[src/rtl/arb_mux_nto1.sv]
// -----------------------------------------------------------------------------
// arb_mux_nto1 -- N-to-1 arbitrated mux with a registered output stage.
//
// Each cycle one requesting channel is picked, either round-robin (RR=1) or by
// fixed priority with the lowest index first (RR=0). The picked channel's
// payload is captured into a single output register. That register refills in
// the same cycle it drains, so the mux can sustain one transfer per cycle.
//
// Ports
//   clk        clock; all state updates on the rising edge
//   rst        asynchronous active-high reset
//   in_valid   [N]        per-channel request
//   in_data    [N][W]     per-channel payload (unpacked array)
//   in_ready   [N]        per-channel accept; one-hot or zero, combinational
//   out_valid             out_data/out_sel hold a transfer
//   out_data   [W]        registered payload of the granted channel
//   out_sel    [SW]       index of the channel that produced out_data
//   out_ready             downstream accepts the current output
// -----------------------------------------------------------------------------

// Per-channel slice. It qualifies the request against the round-robin pointer
// and turns the grant into this channel's ready.
module arb_mux_lane #(
    parameter int IDX = 0,
    parameter int SW  = 2,
    parameter bit RR  = 1'b1
) (
    input  logic          req,
    input  logic [SW-1:0] ptr,
    input  logic          gnt,
    input  logic          load_en,
    output logic          req_hi,
    output logic          ready
);
    // req_hi marks requests at or above the pointer. These channels win before
    // any request that sits below the pointer (the wrap-around part of the
    // search). Fixed priority never uses this upper region.
    assign req_hi = RR ? (req && (int'(ptr) <= IDX)) : 1'b0;
    assign ready  = gnt & load_en;
endmodule

module arb_mux_nto1 #(
    parameter int N  = 4,
    parameter int W  = 16,
    parameter bit RR = 1'b1,
    parameter int SW = $clog2(N)
) (
    input  logic                 clk,
    input  logic                 rst,
    input  logic [N-1:0]         in_valid,
    input  logic [W-1:0]         in_data [N],
    output logic [N-1:0]         in_ready,
    output logic                 out_valid,
    output logic [W-1:0]         out_data,
    output logic [SW-1:0]        out_sel,
    input  logic                 out_ready
);
    localparam int STAGES = 1;

    typedef struct packed {
        logic [W-1:0]  data;
        logic [SW-1:0] sel;
    } out_t;

    // vld_pipe[0]: a channel transfer happens this cycle.
    // vld_pipe[1]: the output register holds a transfer (out_valid).
    logic [STAGES:0] vld_pipe;
    out_t            out_q;
    logic [SW-1:0]   ptr;

    logic            load_en;
    logic            any_req;
    logic [N-1:0]    req_hi;
    logic            hi_any;
    logic [SW-1:0]   hi_idx;
    logic [SW-1:0]   lo_idx;
    logic [SW-1:0]   g;
    logic [N-1:0]    gnt_oh;

    assign load_en     = !vld_pipe[STAGES] || out_ready;
    assign any_req     = |in_valid;
    assign vld_pipe[0] = any_req && load_en && !rst;

    genvar i;
    generate
        for (i = 0; i < N; i++) begin : g_lane
            arb_mux_lane #(.IDX(i), .SW(SW), .RR(RR)) u_lane (
                .req     (in_valid[i]),
                .ptr     (ptr),
                .gnt     (gnt_oh[i]),
                .load_en (load_en),
                .req_hi  (req_hi[i]),
                .ready   (in_ready[i])
            );
        end
    endgenerate

    // Two lowest-index-first encoders. When any request sits at or above the
    // pointer, the lowest such request wins. Otherwise the search has wrapped
    // and the lowest request overall wins. With RR=0, req_hi is always zero,
    // which reduces this to plain fixed priority.
    always_comb begin
        hi_any = 1'b0;
        hi_idx = '0;
        lo_idx = '0;
        for (int k = N - 1; k >= 0; k--) begin
            if (req_hi[k]) begin
                hi_any = 1'b1;
                hi_idx = SW'(k);
            end
            if (in_valid[k]) begin
                lo_idx = SW'(k);
            end
        end
    end

    assign g = hi_any ? hi_idx : lo_idx;

    // The grant is gated by reset so that in_ready stays low while rst is high.
    always_comb begin
        gnt_oh = '0;
        if (any_req && !rst) begin
            gnt_oh = N'(1) << g;
        end
    end

    always_ff @(posedge clk or posedge rst) begin
        if (rst) begin
            vld_pipe[STAGES:1] <= '0;
            out_q              <= '0;
            ptr                <= '0;
        end else if (load_en) begin
            // When the mux drains with no new request, out_valid drops.
            // The data and select fields keep their last values.
            vld_pipe[STAGES:1] <= vld_pipe[STAGES-1:0];
            if (vld_pipe[0]) begin
                out_q.data <= in_data[g];
                out_q.sel  <= g;
                ptr        <= (g == SW'(N - 1)) ? '0 : g + SW'(1);
            end
        end
    end

    assign out_valid = vld_pipe[STAGES];
    assign out_data  = out_q.data;
    assign out_sel   = out_q.sel;
endmodule

[config.mk]
export PLATFORM = sky130hd
export DESIGN_NAME = arb_mux_nto1
export DESIGN_NICKNAME = d
export VERILOG_FILES = /design/src/rtl/arb_mux_nto1.sv
export SDC_FILE = /design/constraint.sdc
export NUM_CORES = 1
export LEC_CHECK = 0
export ABC_CLOCK_PERIOD_IN_PS = 2600
export CAP_MARGIN = 20
export CORE_AREA = 4 4 69 71
export DETAILED_ROUTE_END_ITERATION = 6
export DIE_AREA = 0 0 73 75
export PLACE_DENSITY = 0.79
export SLEW_MARGIN = 0
export SYNTH_ARGS = -nofsm -noshare
export SYNTH_HDL_FRONTEND = slang
export SYNTH_SLANG_ARGS = --single-unit
[constraint.sdc]
create_clock -name clk -period 2.6 [get_ports clk]
set_input_delay 0.52 -clock clk [delete_from_list [all_inputs] [get_ports clk]]
set_output_delay 0.52 -clock clk [all_outputs]
set_load 0.01 [all_outputs]
==> summary.md <==
| Metric | Value |
|---|---|
| Routed Wire Length | 4332 um |
| Number of global-route vias before repair | 1444 |
| Top-area cell type share of the netlist area | 0.3532 |
| Worst-path maximum fanout | 4 |
| Dominant synthesized flop cell | dfrtp_1 |
| Design area | 2579 um^2 |
| DR vias | 1411 |
| CTS Buffer Depth | 2 |
| Reg area | 525.5 um^2 |
| R2r setup slk | 0.42 ns |
| Worst hold start | out_sel[1] |
| Clk sinks | 21 |
| Placed Area | 2486 um^2 |
| Clock Latency Late Sink | 0.25 ns |
| Max Clock Freq | 403.1 MHz |
| Layout cells sized above 1 | 0.2076 |
| Final worst setup slack | 0.1193 ns |
| Largest net degree at the start of global routing | 27 |
| CTS Buf Count | 3 |
| Root Buffer | clkbuf_8 |
| Post-Place Cells | 284 |
| CTS tree | built |
| H-tree levels | 1 |
| DRT Pass-1 Iters | 4 |
| First-pass GRT wire length | 6596 um |
| Post-Route Utilization | 0.6090 |
| Multi-input gate area | 880.8 um^2 |
| R2R depth | 6 |
| Final Cycle Share | 0.9541 |
| Fin. Hold Viols | 0 |
| Worst Max-Slew Pin Slew | 0.4051 ns |
| Final std cells w/o fill | 288 |
| Detailed Place HPWL | 3422 um |
| Synthesized area per cell | 10.86 um^2 |
| Antenna Violating Nets Remaining | 0 |
| CTS clock-pin slew for the worst setup and hold paths | 0.07 ns |
| Hold Crit Class | flip-flop to flip-flop |
| Outcome | finished, final reports clean |
| #FFs+latches synth | 21 |
| Async SR Flop Fraction | 1.000 |
| Max Cap Viol | 0 |
| Reg2Reg Capture Point | out_data[12] |
| Seq/Total Area, Yosys | 0.3532 |
| Antenna Cells | 0 |
| Core ar. | 4234 um^2 |
| Final net count | 309 |
| Most frequent cell after synthesis | mux2i_1 |
| Final Critical Period | 2.481 ns |
| Die area | 5475 um^2 |
| CP Capture Type | primary output |
| RSZ-0062 raised after global routing | false |
| Layout fillers | 355 |
| Worst Setup Start Kind | input port |
| R2R Path Start | ptr[1] |
| Post-synth top cells | 32 x mux2i_1, 21 x dfrtp_1, 19 x nor2_1 |
| PD cells | 713.7 nW/um^2 |
| Peak VDD IR | 0.3739 mV |
| Num ports | 94 |
| Slew Limit Headroom | 0.7300 |
| GPL Wtd Cong | 0.7917 |
| Initial DRC count | 55 |
| Area Growth Syn to Fin | 73.34% |
| Hold Buf Count CTS | 0 |
| Global route total overflow | 0 |
| Synth Net Count | 209 |
| Worst path arrival time | 1.96 ns |
| Initial core utilization | 0.3514 |
| Pre-CTS setup slack | -0.3615 ns |
| # setup viols final | 0 |
| DIE WIDTH | 73 um |
| Total track usage | 0.1543 |
| Hold Path Sink | out_sel[1] |
| Drt wl/cell | 15.04 um |
| Synth warn | 0 |
| Initial antenna violation count | 0 |
| Port buffer count | 93 |
| Hold Path Stages | 2 |
| Vias per inst | 4.899 |
| Number of synthesized flops with an enable pin | 0 |
| Library cells used by synthesis | 31 |
| Clock skew | 0.002623 ns |
| Residual DRC | 0 |
| Setup TNS | 0 ns |
| Leading area contributor after synthesis | dfrtp_1 |
| Fin. max-slew vios | 0 |
| Num rows | 24 |
| Type of the worst setup path | input port to primary output |
| Top post-synthesis cells by area | dfrtp_1 35%, mux2i_1 22%, a221oi_2 12%, nor2_1 4.8%, buf_6 3.8% |
| Static leakage | 1.086 nW |
| Post-CTS setup buffer count | 0 |
| Cells after Synth | 137 |
| Post-Syn Area | 1488 um^2 |
| Data required time of the worst path | 2.08 ns |
| Die Height | 75 um |
sequential cells by signal, summed over array words and instances (netlist names):
signal and cells:
out_data 16, out_sel 2, ptr 2, out_valid 1
per-stage QoR:
step / hold slack, ns / total power, mW
6_report: 0.4817 / 1.841
3_5_place_dp: 0.4696 / 1.619
3_3_place_gp: 0.4611 / 1.597
4_1_cts: 0.4894 / 1.837
5_1_grt: 0.5180 / 1.973
2_1_floorplan: 0.4713 / 1.191
repair_timing:
| action | in CTS | in global routing |
|---|---|---|
| resized for setup | 13 | 15 |
| endpoints found under the setup margin | 4 | 4 |
| pin swaps | 2 | 4 |
placed cells by master, fill, tap and decap left out, drive strengths merged, types with 2 or more instances in the layout:
master,instances
a211oi,2
a21oi,3
a221oi,15
and2,3
buf,18
clkbuf,6
clkdlybuf4s50,86
dfrtp,21
dlymetal6s2s,2
inv,2
mux2i,32
nand2,10
nor2,20
nor3,3
final cells by class:
class,count,area share
multi-input combinational,99,0.3416
timing repair buffer,110,0.4090
clock buffer,4,0.01747
inverter,2,0.002911
sequential,21,0.2038
tap,52,0.02523
power breakdown:
group          internal, mW  switching, mW  total [mW]
combinational         0.614          0.466        1.08
sequential            0.456         0.0958       0.552
clock                 0.109         0.0999       0.209
total                  1.18          0.662        1.84
cell families (layout without fill, tap and decap cells):
family	after synthesis	in the layout	share of synthesized area
simple gates	40	40	0.1295
mux	32	32	0.2153
compound gates	26	26	0.2010
flops	21	21	0.3532
buf+inv	17	116	0.09251
fa+ha+maj	1	1	0.008409
critical path, cell delays in order:
cell and delay, ns:
clkdlybuf4s50_1 0.49, nor4_1 0.06, buf_4 0.15, or3_4 0.37, nor2_4 0.12, and2_1 0.13
buf_2 0.13
worst max-delay path by stage:
stage	startpoint	to	slack, ns
6_report	in_valid[3]	in_ready[1]	0.12
5_1_grt	out_ready	in_ready[2]	0.04
4_1_cts	in_valid[1]	in_ready[3]	-0.05
3_5_place_dp	in_valid[0]	in_ready[3]	-0.36
3_3_place_gp	in_valid[1]	in_ready[1]	-0.35
2_1_floorplan	out_ready	in_ready[1]	0.39
per-layer routing:
layer / up-vias / global-route usage / share of wire / wire length (um)
li1: 701 / - / - / -
met1: 651 / 0.1751 / 0.39 / 1671
met2: 53 / 0.2860 / 0.52 / 2241
met3: 6 / 0.03738 / 0.085 / 367
met4: 0 / 0.04508 / 0.012 / 51
met5: - / 0 / 0 / 0
(Power assumes the default switching activity.)
